File: config.mk
export PLATFORM = sky130hd
export DESIGN_NAME = uart_boot_loader_flat
export DESIGN_NICKNAME = d
export VERILOG_FILES = /design/src/rtl/uart_boot_loader_if.sv /design/src/rtl/uart_boot_loader.sv /design/src/flat_wrapper.sv
export SDC_FILE = /design/constraint.sdc
export NUM_CORES = 1
export LEC_CHECK = 0
export ABC_AREA = 1
export BUFFER_PORTS_ARGS = -buffer_cell sky130_fd_sc_hd__buf_2
export CAP_MARGIN = 20
export CELL_PAD_IN_SITES_DETAIL_PLACEMENT = 0
export CELL_PAD_IN_SITES_GLOBAL_PLACEMENT = 2
export CORE_AREA = 2 2 133 135
export DETAILED_ROUTE_END_ITERATION = 10
export DIE_AREA = 0 0 135 137
export GPL_ROUTABILITY_DRIVEN = 0
export PLACE_DENSITY = 0.9
export REMOVE_ABC_BUFFERS = 1
export SLEW_MARGIN = 20
export SYNTH_ARGS = -nofsm -noshare
export SYNTH_HDL_FRONTEND = slang
export SYNTH_SLANG_ARGS = --single-unit
File: constraint.sdc
create_clock -name clk -period 2.3 [get_ports clk]
set_clock_uncertainty 0.15 [all_clocks]
set_input_delay 0 -clock clk [delete_from_list [all_inputs] [get_ports clk]]
set_output_delay 0 -clock clk [all_outputs]
set_load 0.01 [all_outputs]
File: src/rtl/uart_boot_loader_if.sv
// Bundles the UART receive handshake, the instruction-memory write port and the loader status lines.
// Purely combinational: it carries signals and adds no latency.
// The loader consumes a UART byte only by pulsing rxClear; the memory port is write-only and cannot stall.
//
// Signals:
//   rxReady, rxData     : UART byte-available flag and the byte itself (driven by the UART side)
//   rxClear             : one-cycle pulse from the loader that consumes the current byte
//   instWren,
//   instAddress,
//   instData            : instruction-memory write strobe, word address and word
//   cpuHold, done, error: CPU stall request and load status
interface uart_boot_loader_if #(
    parameter int ADDR_SIZE = 10
);
    logic                 rxReady;
    logic [7:0]           rxData;
    logic                 rxClear;
    logic                 instWren;
    logic [ADDR_SIZE-1:0] instAddress;
    logic [31:0]          instData;
    logic                 cpuHold;
    logic                 done;
    logic                 error;

    // Loader side.
    modport master (
        input  rxReady, rxData,
        output rxClear, instWren, instAddress, instData, cpuHold, done, error
    );

    // UART / memory / CPU side.
    modport slave (
        output rxReady, rxData,
        input  rxClear, instWren, instAddress, instData, cpuHold, done, error
    );
endinterface

File: src/rtl/uart_boot_loader.sv
// Serial program loader: takes a framed image from the UART, writes big-endian words into instruction memory,
// and releases the CPU only once the checksum matches.
// Latency: each byte is consumed one cycle after it is seen (rxClear); a word is written the cycle after its 4th byte.
// Backpressure: a byte is accepted only when rxReady=1 and no rxClear is pending, so the loader accepts at most every other cycle.
//
// Ports:
//   clk  : single clock domain
//   rst  : asynchronous active-low reset
//   bus  : uart_boot_loader_if.master (UART byte handshake, instruction-memory write port, cpuHold/done/error)
//
// Frame: SYNC_BYTE, N[15:8], N[7:0], 4*N data bytes (MSB first per word), XOR checksum of the data bytes.
module uart_boot_loader #(
    parameter int          ADDR_SIZE      = 10,
    parameter logic [7:0]  SYNC_BYTE      = 8'hA5,
    parameter int unsigned TIMEOUT_CYCLES = 1000000
) (
    input  logic              clk,
    input  logic              rst,
    uart_boot_loader_if.master bus
);

    localparam int              TO_W      = $clog2(TIMEOUT_CYCLES + 1);
    // The counter holds (cycles since last byte - 1), so this value means the limit is reached this cycle.
    localparam logic [TO_W-1:0] TO_LAST   = TO_W'(TIMEOUT_CYCLES - 1);
    localparam logic [16:0]     MAX_WORDS = 17'(1) << ADDR_SIZE;

    typedef enum logic [2:0] {
        WAIT_SYNC,
        LEN_HI,
        LEN_LO,
        DATA,
        CHKSUM,
        DONE,
        ERROR
    } state_t;

    state_t               state, stateNext;

    logic [7:0]           lenHi, lenHiNext;
    logic [15:0]          wordCnt, wordCntNext;
    // One bit wider than the address so a full-memory image (N = 2**ADDR_SIZE) can be counted.
    logic [ADDR_SIZE:0]   wordIdx, wordIdxNext;
    logic [1:0]           byteCnt, byteCntNext;
    logic [23:0]          shiftReg, shiftNext;
    logic [7:0]           checksum, checksumNext;
    logic [TO_W-1:0]      toCnt, toCntNext;

    logic                 rxClearQ;
    logic                 wrenQ, wrenNext;
    logic [ADDR_SIZE-1:0] addrQ, addrNext;
    logic [31:0]          dataQ, dataNext;

    logic                 accept;
    logic                 timedState;
    logic [16:0]          lenFull;
    logic [16:0]          idxInc;

    // A pending rxClear means the UART has not yet dropped rxReady for the byte just taken.
    assign accept     = bus.rxReady && !rxClearQ;
    assign timedState = (state == LEN_HI) || (state == LEN_LO) || (state == DATA) || (state == CHKSUM);
    assign lenFull    = {1'b0, lenHi, bus.rxData};
    assign idxInc     = 17'(wordIdx) + 17'd1;

    assign bus.rxClear     = rxClearQ;
    assign bus.instWren    = wrenQ;
    assign bus.instAddress = addrQ;
    assign bus.instData    = dataQ;
    assign bus.cpuHold     = (state != DONE);
    assign bus.done        = (state == DONE);
    assign bus.error       = (state == ERROR);

    always_ff @(posedge clk or negedge rst) begin
        if (!rst) begin
            state <= WAIT_SYNC;
        end else begin
            state <= stateNext;
        end
    end

    always_comb begin
        stateNext    = state;
        lenHiNext    = lenHi;
        wordCntNext  = wordCnt;
        wordIdxNext  = wordIdx;
        byteCntNext  = byteCnt;
        shiftNext    = shiftReg;
        checksumNext = checksum;
        wrenNext     = 1'b0;
        addrNext     = addrQ;
        dataNext     = dataQ;
        toCntNext    = '0;

        if (timedState && !accept) begin
            toCntNext = toCnt + TO_W'(1);
        end

        case (state)
            WAIT_SYNC, ERROR: begin
                if (accept && (bus.rxData == SYNC_BYTE)) begin
                    stateNext    = LEN_HI;
                    checksumNext = '0;
                    wordIdxNext  = '0;
                    byteCntNext  = '0;
                end
            end
            LEN_HI: begin
                if (accept) begin
                    lenHiNext = bus.rxData;
                    stateNext = LEN_LO;
                end
            end
            LEN_LO: begin
                if (accept) begin
                    wordCntNext = lenFull[15:0];
                    if (lenFull > MAX_WORDS) begin
                        stateNext = ERROR;
                    end else if (lenFull == 17'd0) begin
                        stateNext = CHKSUM;
                    end else begin
                        stateNext = DATA;
                    end
                end
            end
            DATA: begin
                if (accept) begin
                    checksumNext = checksum ^ bus.rxData;
                    shiftNext    = {shiftReg[15:0], bus.rxData};
                    byteCntNext  = byteCnt + 2'd1;
                    if (byteCnt == 2'd3) begin
                        wrenNext    = 1'b1;
                        addrNext    = wordIdx[ADDR_SIZE-1:0];
                        dataNext    = {shiftReg, bus.rxData};
                        wordIdxNext = wordIdx + (ADDR_SIZE + 1)'(1);
                        if (idxInc == {1'b0, wordCnt}) begin
                            stateNext = CHKSUM;
                        end
                    end
                end
            end
            CHKSUM: begin
                if (accept) begin
                    stateNext = (bus.rxData == checksum) ? DONE : ERROR;
                end
            end
            DONE: begin
                // Terminal: bytes are still consumed by the rxClear path but ignored here.
            end
            default: begin
                stateNext = WAIT_SYNC;
            end
        endcase

        // An accepted byte in the limit cycle wins, so only an idle cycle can time out.
        if (timedState && !accept && (toCnt == TO_LAST)) begin
            stateNext = ERROR;
            toCntNext = '0;
        end
    end

    always_ff @(posedge clk or negedge rst) begin
        if (!rst) begin
            lenHi    <= '0;
            wordCnt  <= '0;
            wordIdx  <= '0;
            byteCnt  <= '0;
            shiftReg <= '0;
            checksum <= '0;
            toCnt    <= '0;
            rxClearQ <= 1'b0;
            wrenQ    <= 1'b0;
            addrQ    <= '0;
            dataQ    <= '0;
        end else begin
            lenHi    <= lenHiNext;
            wordCnt  <= wordCntNext;
            wordIdx  <= wordIdxNext;
            byteCnt  <= byteCntNext;
            shiftReg <= shiftNext;
            checksum <= checksumNext;
            toCnt    <= toCntNext;
            rxClearQ <= accept;
            wrenQ    <= wrenNext;
            addrQ    <= addrNext;
            dataQ    <= dataNext;
        end
    end

endmodule
File: src/flat_wrapper.sv
// flat-port wrapper written by rule: the top's interface ports become plain ports
module uart_boot_loader_flat 
#(
    parameter int          ADDR_SIZE      = 10,
    parameter logic [7:0]  SYNC_BYTE      = 8'hA5,
    parameter int unsigned TIMEOUT_CYCLES = 1000000
)
  (clk, rst, bus_rxReady, bus_rxData, bus_rxClear, bus_instWren, bus_instAddress, bus_instData, bus_cpuHold, bus_done, bus_error);
  uart_boot_loader_if #(.ADDR_SIZE(ADDR_SIZE)) bus_i ();
  input  logic clk;
  input  logic rst;
  input wire logic [$bits(bus_i.rxReady)-1:0] bus_rxReady;
  input wire logic [$bits(bus_i.rxData)-1:0] bus_rxData;
  output wire logic [$bits(bus_i.rxClear)-1:0] bus_rxClear;
  output wire logic [$bits(bus_i.instWren)-1:0] bus_instWren;
  output wire logic [$bits(bus_i.instAddress)-1:0] bus_instAddress;
  output wire logic [$bits(bus_i.instData)-1:0] bus_instData;
  output wire logic [$bits(bus_i.cpuHold)-1:0] bus_cpuHold;
  output wire logic [$bits(bus_i.done)-1:0] bus_done;
  output wire logic [$bits(bus_i.error)-1:0] bus_error;
  assign bus_i.rxReady = bus_rxReady;
  assign bus_i.rxData = bus_rxData;
  assign bus_rxClear = bus_i.rxClear;
  assign bus_instWren = bus_i.instWren;
  assign bus_instAddress = bus_i.instAddress;
  assign bus_instData = bus_i.instData;
  assign bus_cpuHold = bus_i.cpuHold;
  assign bus_done = bus_i.done;
  assign bus_error = bus_i.error;
  uart_boot_loader #(.ADDR_SIZE(ADDR_SIZE), .SYNC_BYTE(SYNC_BYTE), .TIMEOUT_CYCLES(TIMEOUT_CYCLES)) u_core (.clk(clk), .rst(rst), .bus(bus_i));
endmodule
==> results.toml <==
[placement]
dp_slack_ns = 0.1519
dpl_cell_area_um2 = 6654
dp_hpwl_mm = 9.574
port_buffers = 57

[route]
drt-vias-per-instance = 4.712
dr.pass1.iters = 5
drtIter0Drc = 388
wl_per_cell_um = 13.25
top_layer_used = "met4"
post-route-drc-count = 0
antenna_left = 0
met1_length_mm = 6.548
routed_wl_mm = 13.57
num_vias = 4825
met3_length_um = 445
wl_met2_mm = 6.369

[pwr]
power.leakage_uw = 0.003656
p_sw_uw = 2333
switching_share = 0.2981
power_frac_comb = 0.196
seqPwrFrac = 0.416
p_total_uw = 7826
powerDensity_nw_per_um2 = 1051
peakVddDrop_mv = 0.6252
cell_internal_pwr_uw = 5493
clkPwrFrac = 0.388

[sta]
finalHoldViolCount = 0
fmax_mhz = 478.1
tightest_slew_ns = 0.5134
relSlewSlack = 0.6565
setup_ws_ns = 0.2082
post-route-min-period_ns = 2.092
post-route-period-util = 0.9095
worst_hold_slack_ns = 0.2530
setup_violations = 0
drv_slew = 0

[global_routing]
grt-ovfl-total = 0
grtUsageTotal = 0.1590
antenna_found_initial = 0
grt_max_degree = 56
grt_first_pass_wirelength_mm = 23.32
grt_pass1_vias = 4756

[clock_tree]
cts_tree = "yes"
cts_setup_buffers = 0
cts.sinks = 136
cts_made_buffers = 17
clockBufferDepth = 2
root_buffer = "clkbuf_16"
path_clk_slew_ns = 0.06
htree_levels = 4
clock_latency_ns = 0.42

[logic_synthesis]
avgSynthCellArea_um2 = 8.555
yosysSeqAreaShare = 0.5619
synth.cell_area_um2 = 6057
ys_top_cells_by_area = "dfrtp_1 56%, nand2_1 11%, o21ai_0 8.3%, inv_1 5.5%, nor2_1 3.5%"
synth-seq-cells = 136
syn_inst = 708
ys_types = 35
yosysTopAreaCell = "dfrtp_1"
yosysTopAreaCellShare = 0.5619
ys_warn_count = 0

[worst_hold_path]
hold-path-cell-count = 4
hold_class = "primary input to register"

[cells_and_area]
mostFrequentLayoutCells = "171 x nand2_1, 134 x dfrtp_1, 99 x o21ai_0"
area_growth_pct = 22.91
final_nets = 800
final_common_cell = "nand2_1"
utilization = 0.4365
antenna_cells = 0
drive_above_1_share = 0.1527
fin_area_um2 = 7445

[floorplan]
num_io_pins = 58
rows = 48
die_h_um = 137
start_util = 0.3551
fp.dieW_um = 135
core_area_um2 = 17060
dieArea_um2 = 18500

[critical_path]
worst_setup_path_end_kind = "register"
cp_data_required_time_ns = 2.44
path_max_fanout = 5
worstRegToRegCells = 10
critPathLaunchType = "register"
critical_path_arrival_ns = 2.23
critical_path_class = "register to register"

[run]
drv_cap = 0

[run_status]
status = "finished clean"
[path summary, 6_finish.rpt]
check                                 from             endpoint  slack, ns
setup / recovery           u_core.toCnt[0]     u_core.toCnt[16]       0.21
hold / removal               bus_rxData[0]   u_core.shiftReg[0]       0.25
setup reg to reg           u_core.toCnt[0]     u_core.toCnt[16]       0.21
hold reg to reg            u_core.toCnt[0]      u_core.toCnt[0]       0.31
max in group asynchronous              rst     u_core.toCnt[11]       0.81
min in group asynchronous              rst  u_core.shiftReg[19]       0.49
[cells by family after synthesis]
kind of cell / Yosys count / share of synthesized area
and+or+nand+nor: 308 / 0.2216
DFF: 136 / 0.5619
muxes: 1 / 0.001859
xor gates and xnor gates: 17 / 0.02458
AOI/OAI and AO/OA: 130 / 0.1118
adders and majority gates: 3 / 0.006198
buffers and inverters: 113 / 0.07209
[final cells by class]
type | count | area [µm²]
repair buffers | 82 | 519.2
inverters | 90 | 337.8
fillers | 1733 | 9612
flip-flops and latches | 136 | 3406
multi-input cells | 459 | 2236
clock inverters | 11 | 193.9
well taps | 225 | 281.5
clock buffers | 21 | 470.5
[power groups by stage]
stage	clock network [µW]	registers, µW	logic, µW
6_report	3040	3250	1540
5_1_grt	3220	3320	1800
4_1_cts	3100	3250	1560
3_5_place_dp	0	3290	1540
3_3_place_gp	0	3260	1510
2_1_floorplan	0	3200	1070
[stage by stage]
step | setup TNS [ns] | std cells
global route | -0.01054 | 1024
CTS | 0 | 1024
global placement | 0 | 981
floorplan | -109.82 | 685
finish | 0 | 1024
detailed placement | 0 | 981
[registers in the layout, indices dropped and copies added (netlist names)]
name,count
u_core.checksum,8
u_core.state,3
u_core.wordCnt,16
u_core.bus.instData,32
u_core.bus.instAddress,10
u_core.byteCnt,2
u_core.toCnt,20
u_core.bus.instWren,1
u_core.shiftReg,24
u_core.wordIdx,11
u_core.lenHi,8
u_core.bus.rxClear,1
[worst max-delay path: stages (launching register included)]
cell and delay (ns):
dfrtp_1 0.37, ha_1 0.19, nand3_1 0.13, nor2_2 0.18
nand3_1 0.13, nor2_2 0.14, nand3_1 0.12, nor2_2 0.12
and3_4 0.22, and3_1 0.17, nor3_2 0.04
[timing repair]
action / CTS / global route
hold buffers: 11 / 0
setup endpoints to repair: 0 / 4
hold endpoints to repair: 177 / 0
resized for setup: 0 / 7
[synth_stat cells, drive strengths merged]
library cell and instances:
xnor2 9, a21oi 16, buf 5, inv 90
nand3 37, and3 2, a31oi 1, nand2 175
xor2 8, nor2 61, nand3b 6, o21bai 3
nor3 8, o211ai 1, ha 3, o21ai 101
dfrtp 136, a21boi 1, nor3b 1, o22ai 7
nor4 7, mux2 1, nand4 11, clkbuf 18
[layer usage]
metal	global-route usage	vias up
met3	0.03370	19
met2	0.2642	82
met1	0.2058	2289
met4	0.05729	0
li1	-	2435
met5	0	-
(Power assumes the default switching activity.)
